$ cat config.mk
export PLATFORM = sky130hd
export DESIGN_NAME = reorder_buffer
export DESIGN_NICKNAME = d
export VERILOG_FILES = /design/src/rtl/rob_pkg.sv /design/src/rtl/rob_query_port.sv /design/src/rtl/reorder_buffer.sv
export SDC_FILE = /design/constraint.sdc
export NUM_CORES = 2
export LEC_CHECK = 0
export CORE_UTILIZATION = 55
export DETAILED_ROUTE_END_ITERATION = 8
export PLACE_DENSITY = 0.76
export SETUP_SLACK_MARGIN = 0.02
export SLEW_MARGIN = 20
export SYNTH_ARGS = -nofsm -noshare
export SYNTH_HDL_FRONTEND = slang
export SYNTH_SLANG_ARGS = --single-unit
$ cat constraint.sdc
create_clock -name clk_in -period 3.6 [get_ports clk_in]
set_input_delay 0.54 -clock clk_in [delete_from_list [all_inputs] [get_ports clk_in]]
set_output_delay 0.54 -clock clk_in [all_outputs]
set_load 0.05 [all_outputs]
$ cat src/rtl/rob_pkg.sv
// Shared types and helpers for the reorder buffer.
// Entry widths follow the package defaults; keep top-level parameters in step.
package rob_pkg;
  localparam int REG_ADDR_WIDTH_DEF = 5;
  localparam int Q_WIDTH_DEF        = 5;
  localparam int DEPTH_DEF          = 16;
  localparam int DATA_W             = 32;

  // Tag 0 means "no producer"; real tags run 1..DEPTH.
  localparam int TAG_NONE = 0;

  typedef struct packed {
    logic                          busy;
    logic                          ready;
    logic                          has_rd;
    logic [REG_ADDR_WIDTH_DEF-1:0] rd;
    logic [DATA_W-1:0]             value;
  } rob_entry_t;

  // Advance a tag/pointer, wrapping depth -> 1 so tag 0 is never produced.
  function automatic logic [Q_WIDTH_DEF-1:0] tag_next(input logic [Q_WIDTH_DEF-1:0] tag,
                                                      input int unsigned depth = DEPTH_DEF);
    if (32'(tag) >= depth) return Q_WIDTH_DEF'(1);
    return tag + 1'b1;
  endfunction
endpackage

$ cat src/rtl/rob_query_port.sv
// Operand-readiness lookup for one source operand, with CDB bypass.
module rob_query_port
  import rob_pkg::*;
#(
  parameter int Q_WIDTH = Q_WIDTH_DEF,
  parameter int DEPTH   = DEPTH_DEF
) (
  input  logic [Q_WIDTH-1:0]          query_tag,
  input  logic                        cdb_valid,
  input  logic [Q_WIDTH-1:0]          cdb_tag,
  input  logic [DATA_W-1:0]           cdb_value,
  input  logic [DEPTH:0]              ent_ready,
  input  logic [DEPTH:0][DATA_W-1:0]  ent_value,
  output logic                        q_ready,
  output logic [DATA_W-1:0]           q_value
);
  // Tag 0 never resolves; a same-cycle broadcast wins over the stored entry.
  always_comb begin
    q_ready = 1'b0;
    q_value = '0;
    if (32'(query_tag) != TAG_NONE) begin
      if (cdb_valid && cdb_tag == query_tag) begin
        q_ready = 1'b1;
        q_value = cdb_value;
      end else if (32'(query_tag) <= DEPTH) begin
        q_ready = ent_ready[query_tag];
        q_value = ent_value[query_tag];
      end
    end
  end
endmodule

$ cat src/rtl/reorder_buffer.sv
// Circular reorder buffer: tag allocation/rename, CDB capture, in-order commit.
// Optional feature: define ROB_FLUSH_EN to add the flush_in port.
module reorder_buffer
  import rob_pkg::*;
#(
  parameter int REG_ADDR_WIDTH = REG_ADDR_WIDTH_DEF,
  parameter int Q_WIDTH        = Q_WIDTH_DEF,
  parameter int DEPTH          = DEPTH_DEF
) (
  input  logic                      clk_in,
  input  logic                      rst_n_in,
`ifdef ROB_FLUSH_EN
  input  logic                      flush_in,
`endif
  input  logic                      rdy_in,
  input  logic                      issue_valid,
  input  logic                      issue_has_rd,
  input  logic [REG_ADDR_WIDTH-1:0] issue_rd,
  output logic                      issue_ready,
  output logic [Q_WIDTH-1:0]        issue_tag,
  output logic                      rd_control,
  output logic [REG_ADDR_WIDTH-1:0] rd,
  output logic [Q_WIDTH-1:0]        Q_value,
  input  logic                      cdb_valid,
  input  logic [Q_WIDTH-1:0]        cdb_tag,
  input  logic [31:0]               cdb_value,
  input  logic [Q_WIDTH-1:0]        query1_tag,
  input  logic [Q_WIDTH-1:0]        query2_tag,
  output logic                      q1_ready,
  output logic [31:0]               q1_value,
  output logic                      q2_ready,
  output logic [31:0]               q2_value,
  output logic                      has_commit,
  output logic [REG_ADDR_WIDTH-1:0] commit_target,
  output logic [Q_WIDTH-1:0]        Commit_Q,
  output logic [31:0]               Commit_V
);
  localparam int NUM_QP = 2;

  rob_entry_t                 ent [1:DEPTH];
  logic [Q_WIDTH-1:0]         head, tail, count;
  logic [DEPTH:0]             busy_vec, ready_vec;
  logic [DEPTH:0][DATA_W-1:0] value_vec;
  logic                       flush, accept, pop, cdb_wr;

`ifdef ROB_FLUSH_EN
  assign flush = flush_in & rdy_in;
`else
  assign flush = 1'b0;
`endif

  // Flatten entry state into tag-indexed vectors; index 0 is the null tag.
  assign busy_vec[0]  = 1'b0;
  assign ready_vec[0] = 1'b0;
  assign value_vec[0] = '0;
  for (genvar i = 1; i <= DEPTH; i++) begin : g_vec
    assign busy_vec[i]  = ent[i].busy;
    assign ready_vec[i] = ent[i].ready;
    assign value_vec[i] = ent[i].value;
  end

  assign issue_ready = 32'(count) < DEPTH;
  assign issue_tag   = tail;
  assign accept      = issue_valid && issue_ready && rdy_in && !flush;
  assign rd_control  = accept && issue_has_rd && (issue_rd != '0);
  assign rd          = issue_rd;
  assign Q_value     = tail;

  // Only busy entries capture a broadcast; the slot being allocated is not yet busy.
  assign cdb_wr = rdy_in && !flush && cdb_valid && (32'(cdb_tag) != TAG_NONE) &&
                  (32'(cdb_tag) <= DEPTH) && busy_vec[cdb_tag];
  assign pop    = rdy_in && !flush && (count != '0) && ready_vec[head];

  // Entry array, pointers and occupancy.
  always_ff @(posedge clk_in or negedge rst_n_in) begin
    if (!rst_n_in) begin
      for (int i = 1; i <= DEPTH; i++) ent[i] <= '0;
      head  <= Q_WIDTH'(1);
      tail  <= Q_WIDTH'(1);
      count <= '0;
    end else if (rdy_in) begin
      if (flush) begin
        for (int i = 1; i <= DEPTH; i++) ent[i] <= '0;
        head  <= Q_WIDTH'(1);
        tail  <= Q_WIDTH'(1);
        count <= '0;
      end else begin
        if (cdb_wr) begin
          ent[cdb_tag].ready <= 1'b1;
          ent[cdb_tag].value <= cdb_value;
        end
        if (pop) begin
          ent[head].busy  <= 1'b0;
          ent[head].ready <= 1'b0;
          head <= Q_WIDTH'(tag_next(Q_WIDTH_DEF'(head), DEPTH));
        end
        if (accept) begin
          ent[tail].busy   <= 1'b1;
          ent[tail].ready  <= 1'b0;
          ent[tail].has_rd <= issue_has_rd;
          ent[tail].rd     <= REG_ADDR_WIDTH_DEF'(issue_rd);
          ent[tail].value  <= '0;
          tail <= Q_WIDTH'(tag_next(Q_WIDTH_DEF'(tail), DEPTH));
        end
        case ({accept, pop})
          2'b10:   count <= count + 1'b1;
          2'b01:   count <= count - 1'b1;
          default: count <= count;
        endcase
      end
    end
  end

  // Registered commit port toward the register file.
  always_ff @(posedge clk_in or negedge rst_n_in) begin
    if (!rst_n_in) begin
      has_commit    <= 1'b0;
      commit_target <= '0;
      Commit_Q      <= '0;
      Commit_V      <= '0;
    end else if (rdy_in) begin
      if (pop) begin
        has_commit    <= ent[head].has_rd && (ent[head].rd != '0);
        commit_target <= REG_ADDR_WIDTH'(ent[head].rd);
        Commit_Q      <= head;
        Commit_V      <= ent[head].value;
      end else begin
        has_commit    <= 1'b0;
      end
    end
  end

  // Two identical operand lookup ports.
  logic [NUM_QP-1:0][Q_WIDTH-1:0] qp_tag;
  logic [NUM_QP-1:0]              qp_ready;
  logic [NUM_QP-1:0][DATA_W-1:0]  qp_value;

  assign qp_tag = {query2_tag, query1_tag};

  for (genvar p = 0; p < NUM_QP; p++) begin : g_qp
    rob_query_port #(.Q_WIDTH(Q_WIDTH), .DEPTH(DEPTH)) u_qp (
      .query_tag (qp_tag[p]),
      .cdb_valid (cdb_valid),
      .cdb_tag   (cdb_tag),
      .cdb_value (cdb_value),
      .ent_ready (ready_vec),
      .ent_value (value_vec),
      .q_ready   (qp_ready[p]),
      .q_value   (qp_value[p])
    );
  end

  assign q1_ready = qp_ready[0];
  assign q1_value = qp_value[0];
  assign q2_ready = qp_ready[1];
  assign q2_value = qp_value[1];
endmodule

==> metrics <==
average detailed-routed wire length per instance 33.7 µm; highest ir drop seen on vdd 0.680 mV; DRT iter0 DRCs 5998; clock tree skew after final layout 20.7 ps; critical path class in2out; commonest cells after routing, fill and taps aside 694 x sky130_fd_sc_hd__dfrtp_1, 691 x sky130_fd_sc_hd__nand2_1, 374 x sky130_fd_sc_hd__mux4_2, 262 x sky130_fd_sc_hd__a21oi_1, 213 x sky130_fd_sc_hd__a22o_1; Die Height 279 µm; final number of max-transition violations 0; Power Density 522 nW/µm²; site row count 101; total gr overflow 0; number of vias per cell after detailed routing 7.58; Crit. End Element output pin; achievable clock frequency 283 MHz; number of hold violations in the final report 0; master cell of the clock root buffer sky130_fd_sc_hd__clkbuf_16; distinct cell type count after synthesis 71; cell area after layout 49600 µm²; placed standard-cell area 47100 µm²; Syn Std Cell Area 42300 µm²; effective utilization at floorplan 55.6%; post-synthesis sequential element count 698; setup TNS 0 ps; number of maximum-capacitance violations 0; total clock buffers created by CTS 74; number of enable-type register cells in the synthesized netlist 0; setup-violating endpoint count in the final report 0; actual transition at the worst max-transition pin 1150 ps; clock-pin slew on the worst setup and hold paths 60 ps; largest fanout on the critical path 17; outcome complete, no violations; initial antenna violation count 10; number of global-route vias before repair 37953; total via count after detailed routing 38245; number of buffers on the longest clock path 3; synthesized area per cell 10.8 µm²; Post-Synthesis Net Count 3998; Layout fillers 5587; clock sink count 698; number of standard cells in the layout, taps in and fillers out 5044; detailed-routing iteration count for the pre-antenna-repair pass 7; Tcrit/Tclk final 98.1%; total half-perimeter wirelength after legalization and detailed placement 109000 µm; final WL 170000 µm; buffers added on ports 183; number of nets with antenna violations after detailed routing 0; sequential area share after synthesis 41.3%; die outline area 78000 µm²; RD Place Congestion 0.979; share of flip-flops with an asynchronous set or reset 100%; startpoint class of the critical path primary input; first-pass GRT wire length 252000 µm; I/O pin cnt 184; Setup Slack @ Placement -52.9 ps; most frequent standard cell in the layout excluding fill and tap cells sky130_fd_sc_hd__dfrtp_1; pin count of the biggest net entering global routing 125; H-tree depth reported by CTS 3; Worst Path Arrival 2990 ps; Setup WS post-layout 67.2 ps; fraction of final layout cells with drive strength greater than 1 26.1%; total routing usage reported by global routing 44.1%; worst endpoint required time 3060 ps; fin nets 4029; time the final worst path needs with I/O delays and setup 3530 ps; post-synthesis instance total 3929; layout-stage area growth over the synthesis result 17.3%; clock insertion delay at the later pin of the skew report 650 ps; leakage power figure 0.0204 µW; setup repair after global routing missed its margin true; overall die width 279 µm; class of the worst hold path reg2reg; worst slew margin relative to its limit 23.2%; count of synthesis-stage warnings from yosys 0; CTS tree yes; placed cell count 4905; ys flop type sky130_fd_sc_hd__dfrtp_1; Residual DRC 0; Core Footprint 76100 µm²
## logic make-up (layout without fill, tap and decap cells)
kind of cell,Yosys count,after routing,share of synthesized area [%]
xor gates and xnor gates,17,17,0.352
DFF,698,698,41.3
other,0,5,0
adders and majority gates,11,11,0.325
muxes,590,590,25.4
AOI/OAI and AO/OA,1001,1001,16.3
buffers and inverters,506,585,5.08
and+or+nand+nor,1106,1107,11.2
## Yosys cell counts, types with 103 or more instances
library cell	number	share of area (%)
sky130_fd_sc_hd__clkbuf_1	304	2.7
sky130_fd_sc_hd__dfrtp_1	696	41
sky130_fd_sc_hd__buf_2	107	1.3
sky130_fd_sc_hd__nor2_1	110	0.98
sky130_fd_sc_hd__a22oi_1	118	2.1
sky130_fd_sc_hd__mux4_2	374	20
sky130_fd_sc_hd__nand2_1	691	6.1
sky130_fd_sc_hd__nand3_1	176	2.1
sky130_fd_sc_hd__o31ai_1	161	2.9
sky130_fd_sc_hd__a21oi_1	262	3.1
sky130_fd_sc_hd__o21ai_0	103	1.2
sky130_fd_sc_hd__a22o_1	213	4.4
sky130_fd_sc_hd__mux2_2	135	3.6
## metrics by stage
| step | power (µW) | util (%) | hold slack, ps |
|---|---|---|---|
| 3_3_place_gp | 17600 | 61.9 | 452 |
| 2_1_floorplan | 14800 | - | 244 |
| 5_1_grt | 26500 | 65.2 | 486 |
| 4_1_cts | 25500 | 65.1 | 473 |
| 6_report | 25900 | 65.2 | 469 |
| 3_5_place_dp | 17800 | 61.9 | 458 |
## routing by layer
layer	wire, µm	up-vias	GRT usage (%)
met5	262	-	1.50
met4	14400	16	29.4
met3	29900	1130	21.8
met2	69400	3630	60.5
met1	56100	18619	54.5
li1	-	14850	-
## where the power goes
group          switching (µW)  total [µW]  internal, µW
registers                 892        9780          8880
logic                    5130        8330          3210
clock network            3320        7810          4490
total                    9340       25900         16600
## final timing paths
kind	start	end	slack, ps	cells after the start
worst max-delay path	cdb_tag[4]	q2_value[21]	70	11
worst min-delay path	ent[274]	ent[274]	470	2
worst max register to register	head[0]	count[4]	310	12
worst min register to register	ent[274]	ent[274]	470	2
max in group asynchronous	rst_n_in	ent[121]	1990	3
min in group asynchronous	rst_n_in	Commit_V[17]	500	2
## sequential cells by signal, indices dropped and copies added (netlist names)
signal,count
ent,624
Commit_V,32
busy_vec,16
Commit_Q,5
Q_value,5
commit_target,5
count,5
head,5
has_commit,1
## repair_timing
item	4_1_cts	5_1_grt
cloned	1	0
setup buffers	0	7
hold endpoints to repair	9	0
hold buffers	1	0
gates resized for setup	4	5
pin swaps	1	2
setup endpoints to repair	31	65
## critical path, stage by stage
cell	delay (ps)
sky130_fd_sc_hd__clkdlybuf4s50_1	540
sky130_fd_sc_hd__buf_4	220
sky130_fd_sc_hd__xor2_1	150
sky130_fd_sc_hd__nor4_2	230
sky130_fd_sc_hd__and3_4	250
sky130_fd_sc_hd__buf_6	210
sky130_fd_sc_hd__nor2b_4	80
sky130_fd_sc_hd__buf_4	200
sky130_fd_sc_hd__a22oi_1	220
sky130_fd_sc_hd__o22ai_2	130
sky130_fd_sc_hd__buf_12	190
## area by class of cell
cell class	count	area [µm²]	share of cell area [%]
clock inverter	16	221	0.446
timing repair buffer	438	5220	10.5
inverter	22	82.6	0.166
antenna	5	12.5	0.0252
tap	1030	1290	2.60
clock buffer	109	2150	4.34
multi-input combinational	2726	23200	46.7
sequential	698	17500	35.2
(Power assumes the default switching activity.)
